**config.mk**
```make
export PLATFORM = sky130hd
export DESIGN_NAME = rom_readback_streamer
export DESIGN_NICKNAME = d
export VERILOG_FILES = /design/src/rtl/rom_stream_pkg.sv /design/src/rtl/stream_skid_fifo.sv /design/src/rtl/rom_readback_streamer.sv
export SDC_FILE = /design/constraint.sdc
export NUM_CORES = 1
export LEC_CHECK = 0
export CAP_MARGIN = 20
export CORE_ASPECT_RATIO = 1.75
export CORE_UTILIZATION = 55
export CTS_BUF_LIST = sky130_fd_sc_hd__clkbuf_2
export DETAILED_ROUTE_END_ITERATION = 10
export HOLD_SLACK_MARGIN = 0.06
export PLACE_DENSITY = 0.83
export RECOVER_POWER = 100
export SLEW_MARGIN = 20
export SYNTH_ARGS = -nofsm -noshare
export SYNTH_HDL_FRONTEND = slang
export SYNTH_SLANG_ARGS = --single-unit
export TNS_END_PERCENT = 5
```
**constraint.sdc**
```tcl
create_clock -name core_clk_i -period 12 [get_ports core_clk_i]
set_clock_uncertainty 0.15 [all_clocks]
set_input_delay 2.4 -clock core_clk_i [delete_from_list [all_inputs] [get_ports core_clk_i]]
set_output_delay 2.4 -clock core_clk_i [all_outputs]
set_load 0.03 [all_outputs]
```
**src/rtl/rom_stream_pkg.sv**
```systemverilog
// rom_stream_pkg: shared types and constants for the ROM readback streamer
package rom_stream_pkg;
  typedef enum logic [1:0] {IDLE, ISSUE, DRAIN, FINISH} state_t;
  localparam int WORD_BYTES = 4;
  localparam int unsigned DEF_MAX_BYTES = 32'h8000;
  function automatic int clog2(input int n);
    int r;
    r = 0;
    while ((1 << r) < n) r++;
    return r;
  endfunction
endpackage

```
**src/rtl/stream_skid_fifo.sv**
```systemverilog
// stream_skid_fifo: small synchronous FIFO that parks returned ROM words until the pipe-out FIFO accepts them
module stream_skid_fifo
  import rom_stream_pkg::*;
#(
  parameter int DEPTH = 2,
  parameter int W     = 32
) (
  input  logic                        clk_i,
  input  logic                        rst_i,
  input  logic                        wr_en_i,
  input  logic [W-1:0]                din_i,
  input  logic                        rd_en_i,
  output logic [W-1:0]                dout_o,
  output logic [clog2(DEPTH+1)-1:0]   count_o
);
  localparam int PW = clog2(DEPTH);
  localparam int CW = clog2(DEPTH + 1);
  logic [W-1:0]  mem_q [DEPTH];
  logic [PW-1:0] wp_q, rp_q;
  logic [CW-1:0] cnt_q;
  function automatic logic [PW-1:0] nxt(input logic [PW-1:0] p);
    return (p == PW'(DEPTH - 1)) ? '0 : p + 1'b1;
  endfunction
  always_ff @(posedge clk_i or posedge rst_i)
    if (rst_i) begin
      wp_q  <= '0;
      rp_q  <= '0;
      cnt_q <= '0;
    end else begin
      if (wr_en_i) wp_q <= nxt(wp_q);
      if (rd_en_i) rp_q <= nxt(rp_q);
      cnt_q <= cnt_q + CW'(wr_en_i) - CW'(rd_en_i);
    end
  always_ff @(posedge clk_i)
    if (wr_en_i) mem_q[wp_q] <= din_i;
  assign dout_o  = (cnt_q == '0) ? '0 : mem_q[rp_q];
  assign count_o = cnt_q;
endmodule

```
**src/rtl/rom_readback_streamer.sv**
```systemverilog
// rom_readback_streamer: credit-controlled reader that streams a ROM byte range into the pipe-out FIFO
module rom_readback_streamer
  import rom_stream_pkg::*;
#(
  parameter int          ADDR_W    = 32,
  parameter int          RD_LAT    = 1,
  parameter int unsigned MAX_BYTES = DEF_MAX_BYTES
) (
  input  logic              core_clk_i,
  input  logic              reset_i,
  input  logic              start_i,
  input  logic              abort_i,
  input  logic [ADDR_W-1:0] base_addr_i,
  input  logic [ADDR_W-1:0] byte_len_i,
  output logic              rom_en_o,
  output logic [ADDR_W-1:0] rom_addr_o,
  input  logic [31:0]       rom_dout_i,
  output logic [31:0]       fifo_din_o,
  output logic              fifo_wr_en_o,
  input  logic              fifo_full_i,
  output logic              busy_o,
  output logic              done_o,
  output logic [ADDR_W-1:0] words_sent_o,
  output logic              clipped_o
);
  localparam int                CW      = clog2(RD_LAT + 2);
  localparam logic [CW-1:0]     CREDITS = CW'(RD_LAT + 1);
  localparam logic [ADDR_W-1:0] MAXB    = ADDR_W'(MAX_BYTES);
  localparam logic [ADDR_W-1:0] STEP    = ADDR_W'(WORD_BYTES);
  state_t              state_q, state_d;
  logic [ADDR_W-1:0]   addr_q, addr_d, rem_q, rem_d, sent_q, sent_d;
  logic                clip_q, clip_d;
  logic [CW-1:0]       cred_q, cred_d, cnt;
  logic [RD_LAT-1:0]   vld_q, vld_d;
  logic [ADDR_W-1:0]   start_addr, req_words, room_words, start_words;
  logic                start_clip, accept, issue, wr_en, drained;
  assign start_addr  = base_addr_i & ~ADDR_W'(3);
  assign req_words   = (byte_len_i >> 2) + ADDR_W'(|byte_len_i[1:0]);
  assign room_words  = (start_addr >= MAXB) ? '0 : (MAXB - start_addr) >> 2;
  assign start_clip  = start_addr >= MAXB || req_words > room_words;
  assign start_words = start_clip ? room_words : req_words;
  assign accept      = state_q == IDLE && start_i;
  assign wr_en       = cnt != '0 && !fifo_full_i;
  // Done must land one cycle after the final write, so the drain check looks at post-edge occupancy
  assign drained     = vld_q == '0 && (cnt == '0 || (cnt == CW'(1) && wr_en));
  always_ff @(posedge core_clk_i or posedge reset_i)
    if (reset_i) state_q <= IDLE;
    else state_q <= state_d;
  // Zero-length requests pass through DRAIN so done lands two cycles after start
  always_comb begin
    state_d = state_q;
    case (state_q)
      IDLE:    if (start_i) state_d = (start_words == '0) ? DRAIN : ISSUE;
      ISSUE:   if (rem_q == '0 || abort_i) state_d = drained ? FINISH : DRAIN;
      DRAIN:   if (drained) state_d = FINISH;
      default: state_d = IDLE;
    endcase
  end
  // A word leaving the skid buffer this cycle frees a slot in time for a new issue
  always_comb begin
    issue      = state_q == ISSUE && rem_q != '0 && !abort_i && (cred_q != '0 || wr_en);
    rom_en_o   = issue;
    rom_addr_o = issue ? addr_q : '0;
    busy_o     = state_q != IDLE;
    done_o     = state_q == FINISH;
  end
  always_comb begin
    addr_d = accept ? start_addr : addr_q + (issue ? STEP : '0);
    rem_d  = accept ? start_words : rem_q - ADDR_W'(issue);
    sent_d = accept ? '0 : sent_q + ADDR_W'(wr_en);
    clip_d = accept ? start_clip : clip_q;
    cred_d = cred_q - CW'(issue) + CW'(wr_en);
    vld_d  = RD_LAT'({vld_q, issue});
  end
  always_ff @(posedge core_clk_i or posedge reset_i)
    if (reset_i) begin
      addr_q <= '0;
      rem_q  <= '0;
      sent_q <= '0;
      clip_q <= 1'b0;
      cred_q <= CREDITS;
      vld_q  <= '0;
    end else begin
      addr_q <= addr_d;
      rem_q  <= rem_d;
      sent_q <= sent_d;
      clip_q <= clip_d;
      cred_q <= cred_d;
      vld_q  <= vld_d;
    end
  stream_skid_fifo #(.DEPTH(RD_LAT + 1), .W(32)) u_skid (
    .clk_i   (core_clk_i),
    .rst_i   (reset_i),
    .wr_en_i (vld_q[RD_LAT-1]),
    .din_i   (rom_dout_i),
    .rd_en_i (wr_en),
    .dout_o  (fifo_din_o),
    .count_o (cnt)
  );
  assign fifo_wr_en_o = wr_en;
  assign words_sent_o = sent_q;
  assign clipped_o    = clip_q;
endmodule
```
---- Yosys cells after proc, flatten, opt, wreduce, memory -nomap -nowiden ----
Memories as Yosys holds them, arrays and structs flattened.
Cells that the tools add are included.
word-level totals
  input port bits ......................... 101
  memories kept ........................... 1
  bits in registers ....................... 106
  bits in writable memories ............... 64
  logic and storage cells ................. 73
  output and inout bits ................... 101
  latch bits .............................. 0
  memory bits (read-only) ................. 0
operators by class
  $lt $le $gt $ge ......................... 2
  mux-type cells .......................... 18
  add/subtract/negate cells ............... 11
  div/mod/pow operators ................... 0
  shift operators ......................... 0
  equality and inequality tests ........... 7
  reduce and logical (&&, ||, !) cells .... 23
  $mul .................................... 0
  bitwise logic cells ..................... 1
memories
  name          depth  width  rd ports  clocked after memory_dff  write ports  line                    source
  u_skid.mem_q  2      32     1         0                         1            stream_skid_fifo.sv:18  logic [W-1:0] mem_q [DEPTH];
operators by type and width
  operator                                                                  count
  32-bit two-way mux                                                        5
  32-bit logical NOT                                                        2
  32-bit by 1-bit adder with 32-bit output                                  1
  32-bit by 3-bit adder with 32-bit output                                  1
  32-bit by 16-bit >= comparator with 1-bit output (second input constant)  1
  32-bit nonzero test                                                       1
  16-bit by 32-bit subtractor with 32-bit output (first input constant)     1
  32-bit by 1-bit subtractor with 32-bit output                             1
  30-bit by 1-bit adder with 31-bit output                                  1
  31-bit by 30-bit > comparator with 1-bit output                           1
  31-bit two-way mux                                                        1
  30-bit two-way mux                                                        1
  2-bit two-way mux                                                         4
  1-bit logical AND                                                         7
  2-bit inequality test (second input constant)                             3
  2-bit case mux with 3 select lines                                        1
  2-bit nonzero test                                                        3
  1-bit two-way mux                                                         5
  2-bit by 1-bit adder with 2-bit output                                    2
  2-bit by 1-bit equality test with 1-bit output (second input constant)    2
  2-bit equality test (second input constant)                               2
  2-bit logical NOT                                                         2
  1-bit logical OR                                                          4
  2-bit by 1-bit subtractor with 2-bit output                               2
  6 further kinds                                                           8

---- Depth between registers and ports, before layout ----
  word-level depth ........................ 9
  depth in mapped cells ................... 20
  gate-level depth less buffers ........... 17

---- Modules after synthesis ----
Synthesis repeated with hierarchy kept, for this count alone.
second synthesis, totals
  cell total of the unflattened synthesis .. 1017
  area, all modules ....................... 10060.9 um^2
by module, submodules not included
  module                 area an instance (um^2)  cells each  instances
  rom_readback_streamer  7419.6                   866         1
  stream_skid_fifo       2641.3                   151         1

---- Least setup slack after synthesis ----
Ideal clock, no wire load.
  path kind ............................... input-to-output
  start point ............................. input fifo_full_i
  end point ............................... output rom_addr_o[2]
  arrival time ............................ 4485 ps
  path slack .............................. 4965 ps
  stages on the path ...................... 5
  path through ............................ nor2_1 nor3_1 nor2_1 clkbuf_1 ha_1
between the ends
  word-level cells in the longest chain between the ends .. 5
ends and longest elaborated chain
  item                line                         source
  start, declared     rom_readback_streamer.sv:20  input logic fifo_full_i,
  1-bit logical NOT   rom_readback_streamer.sv:43  assign wr_en = cnt != '0 && !fifo_full_i;
  1-bit logical AND   rom_readback_streamer.sv:43
  1-bit logical OR    rom_readback_streamer.sv:61  issue = state_q == ISSUE && rem_q != '0 && !abort_i && (cred_q != '0 || wr_en);
  1-bit logical AND   rom_readback_streamer.sv:61
  via rom_en_o        rom_readback_streamer.sv:15  output logic rom_en_o,
  32-bit two-way mux  rom_readback_streamer.sv:63  rom_addr_o = issue ? addr_q : '0;
  end, declared       rom_readback_streamer.sv:16  output logic [ADDR_W-1:0] rom_addr_o,
The timed path passes the listed nets, and every way through them passes these cells.

---- Final worst setup path ----
  start point ............................. input fifo_full_i
  end point ............................... output rom_addr_o[2]
between the ends
  word-level cells in the longest chain between the ends .. 5
ends and longest elaborated chain
  item                line
  1-bit logical NOT   rom_readback_streamer.sv:43
  1-bit logical AND   rom_readback_streamer.sv:43
  1-bit logical OR    rom_readback_streamer.sv:61
  1-bit logical AND   rom_readback_streamer.sv:61
  32-bit two-way mux  rom_readback_streamer.sv:63
Every way passes these cells.

==> metrics.md <==
| Metric | Value |
|---|---|
| Register bit total from synthesis | 168 |
| Post-synthesis sequential area ratio | 0.449 |
| IO Count | 202 |
| CTS H-Tree Depth | 4 |
| Cells after synthesis | 1032 |
| CTS buffer count | 17 |
| Slew Limit Fails | 372 |
| DP Wirelength | 18700 um |
| GRT Util Overall | 0.263 |
| # rows | 65 |
| Worst Hold Depth | 1 |
| Critical path cell sequence | dlygate4sd3_1, nor2_1, nor3_1, nor2_1, ha_1, dlygate4sd3_1 |
| Hold-fix buffers, CTS | 0 |
| Routed len/inst | 16.3 um |
| Vias | 8289 |
| Failing checks | capacitance limit, slew limit |
| Grt total ovfl | 0 |
| Share of cells above drive strength 1 | 0.0529 |
| Post-synth EDFFs | 64 |
| WHS Endpoint | u_skid.wp_q |
| Internal Power | 0.00116 W |
| Post-placement cell count | 1449 |
| Synth warn | 0 |
| CP max stage cell | nor2_1 |
| Hold Fails Final Rpt | 0 |
| Area of the core | 0.0180 mm2 |
| Setup bufs post-CTS | 0 |
| Startpoint types | input pin |
| Hold Path Class | register to register |
| Die H | 181 um |
| Lkg Pwr | 5.20 nW |
| Status | finished, violations left |
| Final Setup Violations | 0 |
| Switching power | 0.000802 W |
| Clock latency at the later pin of the worst-skew pair | 760 ps |
| DRC | 0 |
| Max Root-Sink Buffers | 2 |
| CTS tree | yes |
| Initial DRC Count | 464 |
| NumNets Final | 1382 |
| First-pass GRT wire length | 39000 um |
| Routed Antenna Nets | 0 |
| Data arrival, critical path | 6010 ps |
| Grt met3 use | 0.0451 |
| Total wire length | 24100 um |
| Die W | 104 um |
| Worst-path clk slew | 240 ps |
| Hold Startpoint | u_skid.wp_q |
| PortBufs | 197 |
| Crit end category | output port |
| Initial antenna violation count | 1 |
| Sequential power share | 0.428 |
| Router iterations before antenna repair | 5 |
| Reg2reg start | state_q[1] |
| Sw Ratio | 0.408 |
| Placer Congestion | 0.940 |
| Initial Utilization | 0.561 |
| CP Max Fanout | 32 |
| Synth-to-layout area growth | 24.4% |
| Main synth FF type | dfrtp_1 |
| Max VDD drop | 0.0000917 V |
| Max Cap Viol | 8 |
| M1 GR Usage | 0.261 |
| Crit-path max cell delay | 1290 ps |
| Minimum clock period | 8560 ps |
| Syn_area_per_cell | 9.77 um2 |
| Clk pwr share | 0.157 |
| CTS sink cnt | 168 |
| Gr busiest metal | met2 |
| Fin cells | 1482 |
| Cells resized by post-CTS repair | 0 |
| Die area | 0.0189 mm2 |
| Syn Std Cell Area | 0.0101 mm2 |
| RSZ-0062 raised after global routing | false |
| DR vias/cell | 5.59 |
| Met2 usage in global routing | 0.510 |
| Setup TNS | 0 ps |
| Slew margin rel. | -1.28 |
| Root Driver | clkbuf_2 |
| Reg-to-Reg End | rem_q[3] |
| Vias in the first global route | 8112 |
| Period utilisation layout | 0.714 |
| Number of cells on the worst reg-to-reg path | 5 |
| Power Density | 157 mW/mm2 |
| Req. time, crit path | 9450 ps |
| Distinct cells, synth | 73 |
| Worst-Margin Slew | 3420 ps |
| R2r setup slk | 6570 ps |
| Largest net degree at the start of global routing | 67 |
| Combinational power share | 0.415 |
| Crit Path Category | input pin to output port |
| Max Freq | 117 MHz |
| Asr flop ratio synth | 0.619 |
[cells in the final DEF (no fill, tap or decap), drive strengths merged, types with 13 or more instances in the layout]
cell | netlist | final
nor2 | 127 | 127
o22ai | 13 | 13
nand3 | 52 | 52
xor2 | 58 | 58
clkdlybuf4s50 | 0 | 63
o21ai | 39 | 39
nand4 | 28 | 28
nand2 | 100 | 100
clkbuf | 29 | 21
dlygate4sd3 | 0 | 134
nor4 | 19 | 19
and2 | 34 | 34
dfrtp | 103 | 103
conb | 2 | 18
a21oi | 24 | 24
inv | 27 | 34
and3 | 13 | 13
xnor2 | 71 | 71
ha | 47 | 47
mux2i | 40 | 40
nor3 | 25 | 25
edfxtp | 64 | 64
[cell usage after synthesis (3+ instances only)]
cell type,number,area share
dfrtp_1,103,0.26
a21o_1,5,0.0037
o21ai_0,39,0.019
edfxtp_1,64,0.19
ha_1,47,0.058
nor4_1,14,0.0087
and2_1,34,0.021
nor2_1,125,0.047
o22ai_1,13,0.0081
xnor2_1,71,0.062
nand2b_1,4,0.0025
nand3_1,52,0.026
mux2i_1,40,0.040
nor2b_1,6,0.0037
nor3b_1,5,0.0037
buf_4,3,0.0022
a31oi_1,5,0.0031
xor2_1,58,0.050
mux2_2,3,0.0034
nor3_1,24,0.012
or4_1,3,0.0022
nor4_2,4,0.0050
or3_1,11,0.0068
a21oi_1,24,0.012
nand4_1,25,0.016
clkbuf_1,29,0.011
inv_1,27,0.010
buf_2,6,0.0030
nand3b_1,4,0.0030
a211oi_1,3,0.0022
and3_1,13,0.0081
nand2_1,98,0.036
o2bb2ai_1,12,0.010
nand4_2,3,0.0037
and4_1,5,0.0043
or2_2,3,0.0019
[critical path: cells and delay by family]
family	cells	cell delay, ps
and+or+nand+nor	3	1850
buffers and inverters	2	1320
adders and majority gates	1	420
[metal layers]
layer  share of wire  up-vias
met5               0        -
met4           0.041        0
met3           0.043       62
met2            0.56      222
met1            0.36     3955
li1                -     4050
[flip-flops by register name (all words and copies together) (netlist names)]
name and flops:
words_sent_o 32, u_skid.rp_q 1, rem_q 32, addr_q 30
u_skid.wp_q 1, cred_q 2, state_q 2, vld_q 1
u_skid.mem_q 64, clipped_o 1, u_skid.count_o 2
[final cells by class]
class,instances,area (um2)
antenna,1,2.50
clock buffer,17,85.1
clock inverter,15,165
multi-input combinational,813,5340
timing repair buffer,207,2030
inverter,27,103
tap,234,293
fill,1424,5430
sequential,168,4530
[through the flow]
stage	util	hold slack (ps)	setup slack, ps	total power [W]	cell area (um2)
2_1_floorplan	-	303	4970	0.00139	10100
3_3_place_gp	0.686	324	4040	0.00168	12300
3_5_place_dp	0.686	330	3900	0.00170	12300
4_1_cts	0.700	372	4110	0.00201	12600
5_1_grt	0.698	394	3110	0.00208	12500
6_report	0.698	356	3440	0.00196	12500
[power groups by stage]
stage               combinational [W]  clock [W]  sequential [W]
floorplan                    0.000581          0        0.000808
global placement             0.000830          0        0.000846
detailed placement           0.000847          0        0.000853
CTS                          0.000851   0.000318        0.000840
global route                 0.000888   0.000337        0.000859
finish                       0.000816   0.000308        0.000841
[worst max path at each step]
| stage | to | cells past startpoint | startpoint |
|---|---|---|---|
| after floorplan | rom_addr_o[2] | 5 | fifo_full_i |
| after global placement | state_q[0] | 17 | byte_len_i[1] |
| after detailed placement | state_q[0] | 17 | byte_len_i[0] |
| after CTS | rom_addr_o[2] | 6 | fifo_full_i |
| after global routing | rom_addr_o[2] | 6 | fifo_full_i |
| final | rom_addr_o[2] | 6 | fifo_full_i |
[cells by family after synthesis]
logic type,count (synthesis),share of synthesized area
other,2,0.000745
AO/OA/AOI/OAI,123,0.0791
XOR/XNOR,129,0.112
flip-flops,168,0.449
adder cells (fa/ha/maj),47,0.0583
multiplexers,43,0.0431
buffers and inverters,67,0.0268
AND/OR/NAND/NOR,453,0.231
No activity file was read; power rests on OpenSTA's default activity.
==> patch, RTL diff (same settings) <==
`DEF_MAX_BYTES`: 32'h8000 -> 32'h6000.
--- a/src/rtl/rom_stream_pkg.sv
+++ b/src/rtl/rom_stream_pkg.sv
@@ -3,5 +3,5 @@
   typedef enum logic [1:0] {IDLE, ISSUE, DRAIN, FINISH} state_t;
   localparam int WORD_BYTES = 4;
-  localparam int unsigned DEF_MAX_BYTES = 32'h8000;
+  localparam int unsigned DEF_MAX_BYTES = 32'h6000;
   function automatic int clog2(input int n);
     int r;
Function: changed (a bounded check fails within 4 cycles, from zero or initial values and one cycle with reset_i high).
==> patch against the original RTL <==
- the run still ends with max-capacitance violations, max-slew violations left
- area after synthesis shrank 2.5%
- sequential share of layout area grew 0.73 points
- cell count shrank 1.4%
- count of clock-buffer cells in the layout grew 5
- worst setup slack gained 0.66 ns
- cell area shrank 2.0%
- non-clock buffer count shrank 3
- first-iteration DRC count shrank 36%
- register-to-register slack gained 0.19 ns
- routed wire length shrank 2.0%
- sequential cell count is the same
- synthesized cell count shrank 1.8%
- power shrank 2.4%
- via count shrank 2.4%
==> patch: results <==
{
  "violations": "max-capacitance violations, max-slew violations",
  "cts_resized": 0,
  "placed_area_um2": 12100,
  "cp.arrival_ns": 5.36,
  "grt_use_total_pct": 26.8,
  "drive_above_1_share_pct": 4.07,
  "post_cts_buffers": 0,
  "fillers": 1385,
  "largest_reg_flops": 64,
  "hpwl_mm": 18.2,
  "clk-insertion-delay-late_ns": 0.73,
  "ir_drop_mv": 0.0963,
  "maxSlewHeadroom_pct": -86.9,
  "cts.sinks": 168,
  "antenna_found_initial": 3,
  "cp_slowest_cell": "o31a_1",
  "final_nets": 1362,
  "gp_congestion": 0.920,
  "ys_seq_area_share_pct": 46.0,
  "grt_pass1_vias": 8025,
  "grtUsageMet1_pct": 27.1,
  "slew_violations": 207,
  "met3_length_mm": 1.16,
  "hold_path.class": "reg2reg",
  "drt_iter0_markers": 299,
  "use_met3_pct": 4.68,
  "portBuffers": 197,
  "place_ws_ns": 4.23,
  "cts_made_buffers": 17,
  "top_layer": "met4",
  "met2_usage_pct": 50.7,
  "grt_pass1_wl_mm": 37.6,
  "drt-met1-wl_mm": 8.46,
  "fin_util_pct": 70.4,
  "slowest_delay_ns": 0.86,
  "root_buffer": "clkbuf_2",
  "firstDrtPassIters": 4,
  "p_leak_nw": 5.16,
  "dr_wl_met2_mm": 13.0,
  "ys_types": 56,
  "yosys-top-cells-count": "nor2_1 (112), dfrtp_1 (103), nand2_1 (100)",
  "critPathMaxFanout": 34,
  "path_clk_slew_ns": 0.21,
  "avgRoutedWirePerCell_um": 16.2,
  "synth_area_leaders": "dfrtp_1 (26%), edfxtp_1 (20%), ha_1 (6.0%)",
  "grt_max_degree": 126,
  "cap_violations": 5,
  "cpLargestDelayFamily": "buffers and inverters",
  "vias_per_cell": 5.54,
  "clk_path_buf_depth": 2,
  "status": "finished with violations"
}
-- patch: cell count changes in the layout (fill, tap and decap cells not counted), moves of 6 or more --
cell / before / now
or4_1: 3 / 9
xnor2_1: 71 / 65
o21ai_0: 39 / 50
o2bb2ai_1: 12 / 0
nor2_1: 125 / 110
nand3_1: 52 / 42
nor3_1: 23 / 29
inv_1: 26 / 34
nand4_1: 25 / 31
-- patch: final timing paths --
path / start / endpoint / slack (ns) / cells after the start
setup / recovery: fifo_full_i / rom_addr_o[2] / 4.09 / 5
hold / removal: u_skid.wp_q / u_skid.wp_q / 0.37 / 1
setup reg to reg: rem_q[8] / rem_q[30] / 6.76 / 15
hold reg to reg: u_skid.wp_q / u_skid.wp_q / 0.37 / 1
max in group asynchronous: reset_i / addr_q[20] / 5.71 / 3
min in group asynchronous: reset_i / rem_q[10] / 2.58 / 2
-- patch: report_power, final --
part,total (W),switching [W],internal [W]
logic,0.000768,0.000448,0.000320
registers,0.000838,0.000126,0.000711
clock network,0.000312,0.000190,0.000122
-- patch: final cells by class --
class	instances	area share [%]
sequential	168	36.8
multi-input combinational	788	41.3
antenna	3	0.0611
timing repair buffer	204	16.4
tap	231	2.35
clock buffer	22	0.896
clock inverter	10	1.17
inverter	35	1.08
-- patch: cells by family (layout without fill, tap and decap cells) --
logic type	after synthesis	count (layout)	share of synthesized area (%)
compound gates	120	120	7.41
xor+xnor	126	126	11.2
fa+ha+maj	47	47	5.98
buf+inv	74	271	3.13
flops	168	168	46.0
mux	40	40	4.07
other cells	2	22	0.0764
simple gates	436	436	22.0
-- patch: stage by stage --
step / std cells / total power [W]
final: 1461 / 0.00192
after global placement: 1426 / 0.00162
after detailed placement: 1426 / 0.00165
after floorplan: 1030 / 0.00135
after CTS: 1458 / 0.00196
after global routing: 1461 / 0.00205
